===== config.mk =====
export PLATFORM = sky130hd
export DESIGN_NAME = aes_round_ctrl
export DESIGN_NICKNAME = d
export VERILOG_FILES = /design/src/rtl/aes_pkg.sv /design/src/rtl/stage_watchdog.sv /design/src/rtl/aes_round_ctrl.sv
export SDC_FILE = /design/constraint.sdc
export NUM_CORES = 1
export LEC_CHECK = 0
export CORE_ASPECT_RATIO = 0.75
export CORE_MARGIN = 8
export CORE_UTILIZATION = 40
export CTS_CLUSTER_DIAMETER = 60
export DETAILED_ROUTE_END_ITERATION = 8
export SLEW_MARGIN = 15
export SYNTH_ARGS = -nofsm -noshare
export SYNTH_HDL_FRONTEND = slang
export SYNTH_SLANG_ARGS = --single-unit
export TNS_END_PERCENT = 100

===== constraint.sdc =====
create_clock -name clk -period 5.67 [get_ports clk]
set_input_delay 1.134 -clock clk [delete_from_list [all_inputs] [get_ports clk]]
set_output_delay 1.134 -clock clk [all_outputs]
set_load 0.005 [all_outputs]

===== src/rtl/aes_pkg.sv =====
// Shared AES definitions: round-controller state encoding, stage codes and default sizes.
// Imported by the round controller, its watchdog and the key expansion.
package aes_pkg;

    localparam int unsigned NR_DEFAULT      = 10;
    localparam int unsigned ROUND_W_DEFAULT = 4;

    typedef enum logic [2:0] {
        StIdle,
        StKey,
        StArk,
        StSub,
        StShift,
        StMix,
        StFin
    } aes_state_e;

    // One-hot stage enables, bit order {ark, sub, shift, mix}.
    localparam logic [3:0] STAGE_NONE  = 4'b0000;
    localparam logic [3:0] STAGE_ARK   = 4'b1000;
    localparam logic [3:0] STAGE_SUB   = 4'b0100;
    localparam logic [3:0] STAGE_SHIFT = 4'b0010;
    localparam logic [3:0] STAGE_MIX   = 4'b0001;

endpackage


===== src/rtl/stage_watchdog.sv =====
// Per-state cycle counter: cleared on every state change, flags the launch cycle
// (count zero) and expires when the count reaches TIMEOUT.
module stage_watchdog #(
    parameter int unsigned TIMEOUT = 255
) (
    input  logic clk,
    input  logic rst,
    input  logic clear,
    input  logic inc,
    output logic launch,
    output logic expired
);
    localparam int unsigned CNT_W = $clog2(TIMEOUT + 1);

    logic [CNT_W-1:0] cnt_q, cnt_d;

    always_comb begin
        cnt_d = cnt_q;
        if (clear) begin
            cnt_d = '0;
        end else if (inc && !expired) begin
            cnt_d = cnt_q + 1'b1;
        end
    end

    always_ff @(posedge clk or posedge rst) begin
        if (rst) begin
            cnt_q <= '0;
        end else begin
            cnt_q <= cnt_d;
        end
    end

    assign launch  = (cnt_q == '0);
    assign expired = (cnt_q == CNT_W'(TIMEOUT));

endmodule


===== src/rtl/aes_round_ctrl.sv =====
// AES-128 round sequencer: walks KEY/ARK/SUB/SHIFT/MIX per round with a
// handshake watchdog; outputs decode only from registered state and round.
module aes_round_ctrl
    import aes_pkg::*;
#(
    parameter int unsigned NR      = NR_DEFAULT,
    parameter int unsigned ROUND_W = ROUND_W_DEFAULT,
    parameter int unsigned TIMEOUT = 255
) (
    input  logic               clk,
    input  logic               rst,
    input  logic               start,
    input  logic               key_ready,
    input  logic               stage_done,
    output logic               key_req,
    output logic               ark_en,
    output logic               sub_en,
    output logic               shift_en,
    output logic               mix_en,
    output logic [ROUND_W-1:0] round,
    output logic               state_sel,
    output logic               busy,
    output logic               done,
    output logic               err
);
    aes_state_e         state_q, state_d;
    logic [ROUND_W-1:0] round_q, round_d;
    logic [3:0]         stage;
    logic               active, launch, expired, stage_adv, last_round;

    assign active     = state_q inside {StKey, StArk, StSub, StShift, StMix};
    assign last_round = (round_q == ROUND_W'(NR));
    // The launch cycle ignores stage_done so a stale done cannot skip a stage.
    assign stage_adv  = stage_done && !launch;

    stage_watchdog #(
        .TIMEOUT(TIMEOUT)
    ) u_watchdog (
        .clk    (clk),
        .rst    (rst),
        .clear  (state_d != state_q),
        .inc    (active),
        .launch (launch),
        .expired(expired)
    );

    always_ff @(posedge clk or posedge rst) begin
        if (rst) begin
            state_q <= StIdle;
            round_q <= '0;
        end else begin
            state_q <= state_d;
            round_q <= round_d;
        end
    end

    always_comb begin
        state_d = state_q;
        round_d = round_q;
        if (active && expired) begin
            state_d = StIdle;
            round_d = '0;
        end else begin
            unique case (state_q)
                StIdle: begin
                    if (start) begin
                        state_d = StKey;
                        round_d = '0;
                    end
                end
                StKey:   if (key_ready) state_d = StArk;
                StArk: begin
                    if (stage_adv) begin
                        if (last_round) begin
                            state_d = StFin;
                        end else begin
                            state_d = StSub;
                            round_d = round_q + 1'b1;
                        end
                    end
                end
                StSub:   if (stage_adv) state_d = StShift;
                StShift: if (stage_adv) state_d = last_round ? StKey : StMix;
                StMix:   if (stage_adv) state_d = StKey;
                StFin:   state_d = StIdle;
                default: state_d = StIdle;
            endcase
        end
    end

    always_comb begin
        stage = STAGE_NONE;
        unique case (state_q)
            StArk:   stage = STAGE_ARK;
            StSub:   stage = STAGE_SUB;
            StShift: stage = STAGE_SHIFT;
            StMix:   stage = STAGE_MIX;
            default: stage = STAGE_NONE;
        endcase
        {ark_en, sub_en, shift_en, mix_en} = stage;
        key_req   = (state_q == StKey);
        busy      = (state_q != StIdle);
        done      = (state_q == StFin);
        err       = active && expired;
        round     = round_q;
        state_sel = (round_q != '0);
    end

endmodule


* Word level (Yosys, flattened, before mapping) *
Cells that the tools add are included.

storage, ports and cells
  output and inout port bits = 13
  bits of input ports = 5
  register bits = 15
  word-level logic and storage cells = 48
  ROM bits = 0
  bits in latches = 0
  memories = 0
  memory bits (writable) = 0

cells by class
  mux-type cells = 18
  eq/ne operators = 12
  reduce and logical (&&, ||, !) cells = 13
  shift-type cells = 0
  $lt $le $gt $ge = 0
  add/sub/neg operators = 2
  div/mod/pow operators = 0
  bitwise operators = 0
  multiply operators = 0

operators with widths
  kind                                                              count
  3-bit two-way mux                                                 9
  3-bit case mux with 6 select lines                                1
  4-bit two-way mux                                                 4
  8-bit two-way mux                                                 2
  4-bit case mux with 4 select lines                                1
  3-bit == test (second input constant)                             3
  3-bit inequality test (second input constant)                     3
  8-bit by 1-bit adder with 8-bit output (second input constant)    1
  8-bit == test (second input constant)                             1
  8-bit logical NOT                                                 1
  4-bit case mux with 2 select lines                                1
  3-bit by 2-bit == test with 1-bit output (second input constant)  2
  3-bit nonzero test                                                2
  5-bit nonzero test                                                1
  4-bit by 1-bit adder with 4-bit output (second input constant)    1
  4-bit == test (second input constant)                             1
  4-bit AND reduction                                               1
  4-bit nonzero test                                                1
  3-bit by 1-bit == test with 1-bit output (second input constant)  1
  1-bit logical AND                                                 3
  3-bit logical NOT                                                 1
  3-bit inequality test                                             1
  1-bit logical NOT                                                 2
  2-bit nonzero test                                                1

* Longest topological paths before layout *
  word-level depth = 8
  mapped depth = 7
  depth with buffers taken out = 7

* Modules after synthesis *
From an unflattened synthesis, not the netlist that was laid out.

unflattened totals
  cell total of the unflattened synthesis = 137
  area total of the unflattened synthesis = 1212.4 µm²

by module, submodules not included
  module          area each (µm²)  times used  seq. area each (µm²)  cells an instance
  aes_round_ctrl  665.6            1           175.2                 82
  stage_watchdog  546.8            1           200.2                 55

* Least setup slack after synthesis *
Ideal clock, no wire load.

  path kind = register -> output
  from = register u_watchdog.cnt_q[1]
  to = output port err
  arrival time = 1414 ps
  slack = 3122 ps
  path buffers = 0
  stages on the path, launching flop included = 5
  data required time = 4536 ps
  cells stage by stage = dfrtp_1 -> ha_1 -> and3_1 -> nand2_1 -> nor3_1

on the way
  word-level cells in the longest chain between the ends = 2

RTL lines
  what                    line                   text
  start, declared         stage_watchdog.sv:15   logic [CNT_W-1:0] cnt_q, cnt_d;
  start signal, assigned  stage_watchdog.sv:30   cnt_q <= cnt_d;
  8-bit == test           stage_watchdog.sv:35   assign expired = (cnt_q == CNT_W'(TIMEOUT));
  1-bit logical AND       aes_round_ctrl.sv:104  err = active && expired;
  end, declared           aes_round_ctrl.sv:24   output logic err

No other way between the ends.

* Worst setup path after layout *
Same ends and word-level chain as after synthesis.

==> results.sh <==
export IMPL_status="finished, final reports clean"
export IMPL_relSlewSlack=0.3657
export IMPL_cts_resized=0
export IMPL_crit_required_ns=4.54
export IMPL_rr_startpoint="u_watchdog.cnt_q[0]"
export IMPL_synth_area_leader_cell="dfrtp_1"
export IMPL_setup_viol=0
export IMPL_rsz0062_at_grt="false"
export IMPL_drt_first_pass_iters=4
export IMPL_hold_violations=0
export IMPL_critPathMaxFanout=7
export IMPL_worstSetupPathType="reg2out"
export IMPL_numCtsBuffers=3
export IMPL_antenna_found_initial=0
export IMPL_p_total_mw=0.7246
export IMPL_crit_start="u_watchdog.cnt_q[1]"
export IMPL_core_area_um2=2914
export IMPL_max_cap_violations=0
export IMPL_path_cells="ha_1, and3_1, nand2_1, nor3_1, clkdlybuf4s50_1"
export IMPL_clk_pin_slew_worst_paths_ns=0.07
export IMPL_syn_avg_cell_area_um2=8.633
export IMPL_final_nets=167
export IMPL_drive_gt1_frac=0.1419
export IMPL_r2r_end="u_watchdog.cnt_q[4]"
export IMPL_num_vias=1163
export IMPL_worstPathArrival_ns=2.61
export IMPL_ctsHoldBuffers=0
export IMPL_fp_dieArea_um2=5055
export IMPL_setup_tns_ns=0
export IMPL_syn_area_um2=1209
export IMPL_yosys_warnings=0
export IMPL_avgViaCountPerCell=6.026
export IMPL_rr_worst_depth=7
export IMPL_grt_pass1_wl_um=5202
export IMPL_fp_dieH_um=63.61
export IMPL_synth_most_common_cell="dfrtp_1"
export IMPL_grtUsageMet2=0.1807
export IMPL_synthFlopType="dfrtp_1"
export IMPL_hold_depth=1
export IMPL_wl_per_cell_um=16.25
export IMPL_wirelength_um=3136
export IMPL_track_usage=0.1289
export IMPL_p_leak_nw=0.5746
export IMPL_postRouteAntennaNets=0
export IMPL_dp_hpwl_um=2326
export IMPL_synth_seq_area_share=0.3106
export IMPL_syn_nets=151
export IMPL_nFillCells=273
export IMPL_grt_util_met3=0.04533
export IMPL_yosysTopAreaCellShare=0.3106
export IMPL_endpoint_kind="output port"
export IMPL_clkLatencyLatePin_ns=0.25
export IMPL_tightest_slew_ns=0.9497
export IMPL_place_congestion=0.8348
export IMPL_hold_path_class="reg2reg"
export IMPL_grt_max_degree=22
export IMPL_peakVddDrop_uv=192.0
export IMPL_finalNonFillerCells=193
export IMPL_grt_pass1_vias=1089
export IMPL_drv_slew=0
export IMPL_rows=17
export IMPL_h_tree_depth=1
export IMPL_cts_tree="done"
export IMPL_io_pins=18
export IMPL_max_freq_mhz=266.8
export IMPL_finalCritPeriodShare=0.6610
export IMPL_cts_setup_buffers=0
export IMPL_ff2ff_setup_slack_ns=3.27
export IMPL_powerDensity_nw_per_um2=500.1
export IMPL_overflow=0
export IMPL_cts_root_buf="clkbuf_8"
export IMPL_portBuffers=17
export IMPL_crit_end="err"
export IMPL_synth_cell_types=44
export IMPL_gr_max_usage_layer="met2"
export IMPL_dp_cells=189
export IMPL_finalClockSkew_ns=0.002482
export IMPL_cts_buffer_depth=2
export IMPL_die_w_um=79.48
export IMPL_netlist_top_cells_count="dfrtp_1 (15), a21oi_1 (12), inv_1 (12), nand3_1 (12), nor2_1 (8)"
export IMPL_synth_edff_count=0
export IMPL_drt_iter0_drc=108
export IMPL_slowest_stage="nor3_1"
export IMPL_synth_cells=140
export IMPL_antennaDiodeCount=0
export IMPL_start_util=0.4148
export IMPL_cts_sinks=15
export IMPL_critical_path_max_stage_delay_ns=0.65
export IMPL_use_met1=0.1785
export IMPL_area_growth_pct=19.88
export IMPL_drc=0
export IMPL_min_period_ns=3.748
export IMPL_start_kind="flip-flop"
export IMPL_synthTopCellsByArea="dfrtp_1 (31%), ha_1 (6.2%), a21oi_1 (5.0%)"
export IMPL_async_reset_ff_frac=1.000
export IMPL_ys_ff_latch=15
==> report_power, final <==
part	internal [mW]	switching, mW	total, mW
logic	0.190	0.238	0.428
registers	0.138	0.0664	0.205
clock network	0.0494	0.0422	0.0916
==> cell families after synthesis <==
kind of cell,Yosys count,share of synthesized area
adder cells (fa/ha/maj),6,0.06211
buffers and inverters,18,0.05900
AO/OA/AOI/OAI,42,0.2909
AND/OR/NAND/NOR,58,0.2702
XOR/XNOR,1,0.007248
flip-flops,15,0.3106
==> cell type report <==
cell class / instances / area, um^2 / area share
multi-input cells: 107 / 762.0 / 0.5259
clock buffers: 3 / 41.29 / 0.02850
flip-flops and latches: 15 / 375.4 / 0.2591
clock inverters: 1 / 7.507 / 0.005181
repair buffers: 17 / 170.2 / 0.1174
well taps: 38 / 47.55 / 0.03282
inverters: 12 / 45.04 / 0.03109
==> how the worst min path moves through the flow <==
stage / from / end / slack, ns
floorplan: round[0] / round[0] / 0.52
global placement: round[0] / round[0] / 0.54
detailed placement: round[0] / round[0] / 0.54
CTS: round[0] / round[0] / 0.56
global route: round[0] / round[0] / 0.60
finish: round[0] / round[0] / 0.55
==> critical path: cells and delay by family (launching register included) <==
family / cells / cell delay, ns
DFF: 1 / 0.37
and+or+nand+nor: 3 / 1.06
adders and majority gates: 1 / 0.29
buffers and inverters: 1 / 0.64
==> per-stage QoR <==
| stage | area (um^2) | setup slack (ns) | utilization | hold WS [ns] |
|---|---|---|---|---|
| 2_1_floorplan | 1209 | 3.122 | - | 0.5167 |
| 3_3_place_gp | 1400 | 2.307 | 0.4805 | 0.5443 |
| 3_5_place_dp | 1400 | 2.249 | 0.4805 | 0.5444 |
| 4_1_cts | 1449 | 1.956 | 0.4972 | 0.5583 |
| 5_1_grt | 1449 | 1.789 | 0.4972 | 0.5960 |
| 6_report | 1449 | 1.922 | 0.4972 | 0.5533 |
==> routing by layer <==
metal,part of all wire,up-vias
met5,0,-
met4,0.0045,0
met3,0.078,2
met2,0.43,42
met1,0.49,564
li1,-,555
==> registers in the layout, summed over array words and instances, names as in the netlist <==
| register | cells |
|---|---|
| state_q | 3 |
| u_watchdog.cnt_q | 8 |
| round | 4 |
==> layout by cell type, fill, tap and decap left out, types with 2 or more instances in the layout <==
cell type,count
nand4_1,5
dfrtp_1,15
a211oi_1,2
clkdlybuf4s50_1,17
clkbuf_8,3
a311o_1,2
a31oi_1,3
nand3_1,12
o211ai_1,2
nor3_1,5
nand3b_1,2
inv_1,12
nand2_1,7
a31o_2,4
and3_1,5
ha_1,6
a21oi_1,12
o21ai_0,4
nor2_1,8
and2_1,4
No activity file was read; power rests on OpenSTA's default activity.
